==> src/rtl/fifo_stream_reader.sv <==
// Reads words from an upstream first-word-fall-through-less FIFO (one-cycle read latency)
// and presents them as a valid/ready stream with burst framing and a handshake counter.
module fifo_stream_reader #(
  parameter int DATA_WIDTH = 8,
  parameter int BURST_LEN  = 4
) (
  input  logic                  clk,
  input  logic                  rst,
  input  logic                  enable,
  input  logic                  fifo_empty,
  input  logic [DATA_WIDTH-1:0] fifo_data,
  output logic                  fifo_rd_en,
  output logic                  m_valid,
  input  logic                  m_ready,
  output logic [DATA_WIDTH-1:0] m_data,
  output logic                  m_last,
  output logic [15:0]           word_count
);

  localparam int BEAT_W = (BURST_LEN > 1) ? $clog2(BURST_LEN) : 1;
  localparam logic [BEAT_W-1:0] BEAT_MAX = BEAT_W'(BURST_LEN - 1);

  logic                  run_q,        run_d;
  logic [1:0]            occ_q,        occ_d;
  logic                  inflight_q,   inflight_d;
  logic                  head_q,       head_d;
  logic [DATA_WIDTH-1:0] buf_q [2];
  logic [DATA_WIDTH-1:0] buf_d [2];
  logic [BEAT_W-1:0]     beat_q,       beat_d;
  logic [15:0]           word_count_q, word_count_d;

  logic       pop;
  logic       tail;
  logic [2:0] fill;

  assign m_valid    = (occ_q != 2'd0);
  assign pop        = m_valid && m_ready;
  assign m_data     = buf_q[head_q];
  assign m_last     = m_valid && (beat_q == BEAT_MAX);
  assign word_count = word_count_q;

  // Slots committed after this edge: buffered + arriving - leaving. A new read is
  // only issued when it is guaranteed a slot, so the buffer can never overflow.
  assign fill = {1'b0, occ_q} + {2'b0, inflight_q} - {2'b0, pop};

  // run_q holds off the first read until one clock edge after reset release.
  assign fifo_rd_en = !rst && run_q && enable && !fifo_empty && (fill <= 3'd1);

  // A capture only happens with occ <= 1, so the tail is head + occ modulo 2.
  assign tail = head_q ^ occ_q[0];

  always_comb begin
    // NOTE: every _d gets a default first so no path leaves it unassigned (no latches).
    run_d        = 1'b1;
    occ_d        = occ_q;
    inflight_d   = fifo_rd_en;
    head_d       = head_q;
    buf_d        = buf_q;
    beat_d       = beat_q;
    word_count_d = word_count_q;

    if (inflight_q) begin
      buf_d[tail] = fifo_data;
    end

    occ_d = occ_q + {1'b0, inflight_q} - {1'b0, pop};

    if (pop) begin
      head_d       = ~head_q;
      beat_d       = (beat_q == BEAT_MAX) ? '0 : beat_q + BEAT_W'(1);
      word_count_d = word_count_q + 16'd1;
    end
  end

  // NOTE: the two buffer entries are reset as well, since m_data must read 0 during reset.
  always_ff @(posedge clk or posedge rst) begin
    if (rst) begin
      run_q        <= 1'b0;
      occ_q        <= 2'd0;
      inflight_q   <= 1'b0;
      head_q       <= 1'b0;
      buf_q[0]     <= '0;
      buf_q[1]     <= '0;
      beat_q       <= '0;
      word_count_q <= 16'd0;
    end else begin
      // NOTE: non-blocking assignments so every flop samples the pre-edge values.
      run_q        <= run_d;
      occ_q        <= occ_d;
      inflight_q   <= inflight_d;
      head_q       <= head_d;
      buf_q        <= buf_d;
      beat_q       <= beat_d;
      word_count_q <= word_count_d;
    end
  end

endmodule

==> config.mk <==
export PLATFORM = sky130hd
export DESIGN_NAME = fifo_stream_reader
export DESIGN_NICKNAME = d
export VERILOG_FILES = /design/src/rtl/fifo_stream_reader.sv
export SDC_FILE = /design/constraint.sdc
export NUM_CORES = 1
export LEC_CHECK = 0
export ABC_AREA = 1
export CAP_MARGIN = 10
export CORE_MARGIN = 8
export CORE_UTILIZATION = 50
export CTS_BUF_LIST = sky130_fd_sc_hd__clkbuf_8
export CTS_CLUSTER_SIZE = 14
export DETAILED_ROUTE_END_ITERATION = 8
export PLACE_DENSITY_LB_ADDON = 0.15
export SYNTH_ARGS = -nofsm -noshare
export SYNTH_HDL_FRONTEND = slang
export SYNTH_SLANG_ARGS = --single-unit
==> constraint.sdc <==
create_clock -name clk -period 4.6 [get_ports clk]
set_clock_uncertainty 0.1 [all_clocks]
set_input_delay 0.46 -clock clk [delete_from_list [all_inputs] [get_ports clk]]
set_output_delay 0.46 -clock clk [all_outputs]
set_load 0.02 [all_outputs]
==> flow_metrics.py <==
metrics = {
    "clock_network": {
        "hold_buffers": 0,
        "h-tree-depth": 2,
        "clock-sinks": 39,
        "cts_setup_buffers": 0,
        "path_clk_slew_ns": 0.07,
        "cts_tree": "done",
        "root_buffer": "clkbuf_8",
        "worstSkewPairLatency_ns": 0.29,
        "cts_inserted_buffers": 5,
        "clock_path_buffers": 2,
        "ctsResizeCount": 0,
    },
    "critical_path": {
        "crit_arrival_ns": 3.16,
        "crit_chain": "clkdlybuf4s50_1, inv_1, nor2_8, ha_1, inv_1, ha_1, fa_1, nor4_1, clkdlybuf4s50_1",
        "crit_fanout": 8,
        "reg2reg_to": "inflight_q",
        "reg2reg_depth": 7,
        "end_kind": "primary output",
        "required_ns": 4.04,
        "cpPeakStageDelay_ns": 0.67,
        "r2r-start": "occ_q[0]",
        "cp_num_buf_inv": 4,
        "path_delay_family": "buffers and inverters",
        "cp_slowest_cell": "clkdlybuf4s50_1",
        "start_kind": "input port",
        "ff2ff_setup_slack_ns": 2.25,
        "worstSetupPathType": "in -> out",
    },
    "synth": {
        "synth-seq-cells": 39,
        "yosysWarnings": 0,
        "synth-seq-area-share": 0.508,
        "syn_area_per_cell_um2": 8.54,
        "syn_inst": 225,
        "synth_area_leaders": "dfrtp_1 (51%), nand2_1 (12%), inv_1 (6.6%)",
        "syn-num-nets": 243,
        "synth_area_leader_cell": "dfrtp_1",
        "synth_area_um2": 1920,
        "yosysTopAreaCellShare": 0.508,
        "ys_types": 25,
    },
    "worst_hold_path": {
        "holdPathStages": 2,
        "hold_start": "buf_q[9]",
        "hp-class": "reg -> reg",
        "holdPathEnd": "buf_q[9]",
    },
    "global_routing": {
        "grt_pass1_wl_um": 7120,
        "track_usage": 0.144,
        "grt_pass1_vias": 1560,
        "grt_max_degree": 40,
        "grt_antenna_before_repair": 0,
        "grt_overflow": 0,
    },
    "timing": {
        "min_period_over_period": 0.808,
        "final.setup.worst_slack_ns": 0.885,
        "finalMaxSlewViolations": 0,
        "rsz0062_at_grt": "no",
        "fmax_mhz": 269,
        "finalHoldViolCount": 0,
        "setup_tns_ns": 0,
        "setup_viol": 0,
        "fin_crit_ns": 3.72,
    },
    "placed_design": {
        "port_buffers": 39,
        "hpwl_um": 2910,
        "place_ws_ns": 0.885,
        "placed_area_um2": 2360,
        "place.gp.congestion": 0.821,
    },
    "floorplanning": {
        "pin_count": 40,
        "die_area_um2": 6080,
        "start_util": 0.521,
        "placementRows": 22,
        "coreArea_um2": 3690,
        "chipHeight_um": 78.0,
        "dieWidth_um": 78.0,
    },
    "final_layout": {
        "regArea_um2": 976,
        "final_common_cell": "nand2_1",
        "nNetsFinal": 287,
        "drive_gt1_frac": 0.0741,
        "design_area_um2": 2460,
        "fillers": 331,
        "syn2layout_area_growth_pct": 28.0,
        "diodes": 0,
        "mostFrequentLayoutCells": "nand2_1 (62), dfrtp_1 (39), clkdlybuf4s50_1 (39), inv_1 (35), o21ai_0 (17)",
        "multiInputGateArea_um2": 795,
    },
    "routing": {
        "drtIter0Drc": 100,
        "vias_per_cell": 4.76,
        "routedWlPerCell_um": 12.4,
        "firstDrtPassIters": 4,
        "drt_wl_total_um": 3960,
        "vias": 1514,
        "drtAntennaViolNets": 0,
        "drc": 0,
    },
    "power_and_ir_drop": {
        "clockPowerShare": 0.173,
        "p_sw_w": 0.000557,
        "internal_power_w": 0.000878,
        "power.leakage_nw": 1.20,
        "seq_power_share": 0.384,
        "ir_worst_vdd_mv": 0.479,
        "power.total_w": 0.00144,
        "swShare": 0.388,
        "p_per_area_nw_per_um2": 584,
        "power_frac_comb": 0.443,
    },
    "job": {
        "drv_cap": 0,
    },
    "status": {
        "status": "finished clean",
    },
}
==> final cells by class <==
class,count,area share
Clock inverter,1,0.00153
Inverter,35,0.0534
Sequential cell,39,0.397
Tap cell,48,0.0244
Timing Repair Buffer,40,0.162
Multi-Input combinational cell,148,0.323
Clock buffer,7,0.0392
==> registers in the layout, indices dropped and copies added (netlist names) <==
signal and cells:
run_q 1, word_count 16, beat_q 2, buf_q 16
occ_q 2, head_q 1, inflight_q 1
==> Yosys cell counts <==
library cell / count
xor2_1: 8
nor2_2: 5
o21ai_1: 2
nand3_1: 13
conb_1: 1
buf_2: 1
nor2_4: 1
o21a_1: 1
nor2_8: 1
nand2_2: 4
buf_4: 2
xnor2_4: 1
nor2_1: 15
a21oi_1: 4
clkinv_1: 1
nor4_1: 1
xnor2_1: 4
fa_1: 1
inv_1: 34
o21ai_0: 17
dfrtp_1: 39
nand2_1: 62
nand4_1: 2
ha_1: 4
nor3_1: 1
==> stage by stage <==
step                      hold WS (ns)  std cells  utilization
final                            0.380        318        0.667
after global routing             0.406        318        0.667
after CTS                        0.379        318        0.667
after detailed placement         0.362        310        0.640
after global placement           0.358        310        0.640
after floorplan                  0.342        225            -
==> per-layer routing <==
metal	wire length [um]	GRT usage	part of all wire
met1	1830	0.173	0.46
met2	1800	0.226	0.45
met3	287	0.0634	0.072
met4	42	0.0444	0.011
met5	0	0	0
==> cell families (layout without fill, tap and decap cells) <==
| kind of cell | after synthesis | count (layout) | synth area share |
|---|---|---|---|
| xor+xnor | 13 | 13 | 0.0690 |
| fa+ha+maj | 5 | 5 | 0.0365 |
| compound gates | 24 | 24 | 0.0638 |
| other cells | 1 | 1 | 0.00195 |
| simple gates | 105 | 105 | 0.242 |
| buf+inv | 38 | 83 | 0.0788 |
| flops | 39 | 39 | 0.508 |
==> worst register-to-register path: stages, from the launching register on <==
cell and delay [ns]:
dfrtp_1 0.48, nor2_2 0.25, nor2_8 0.07, ha_1 0.29, inv_1 0.05, ha_1 0.19, fa_1 0.45, nor4_1 0.35
==> power groups by stage <==
| stage | clock network [W] | registers, W | logic, W |
|---|---|---|---|
| 5_1_grt | 0.000273 | 0.000568 | 0.000711 |
| 6_report | 0.000249 | 0.000551 | 0.000636 |
| 4_1_cts | 0.000254 | 0.000552 | 0.000645 |
| 3_3_place_gp | 0 | 0.000553 | 0.000627 |
| 2_1_floorplan | 0 | 0.000552 | 0.000385 |
| 3_5_place_dp | 0 | 0.000556 | 0.000642 |
==> worst max path at each step <==
stage | endpoint | cells after the start | slack (ns) | startpoint
finish | fifo_rd_en | 9 | 0.88 | m_ready
global route | fifo_rd_en | 9 | 0.70 | m_ready
CTS | fifo_rd_en | 9 | 0.88 | m_ready
detailed placement | fifo_rd_en | 9 | 0.89 | m_ready
global placement | fifo_rd_en | 9 | 0.96 | m_ready
floorplan | fifo_rd_en | 7 | 1.60 | occ_q[0]
Note: power is estimated with default switching activity, not from simulation.
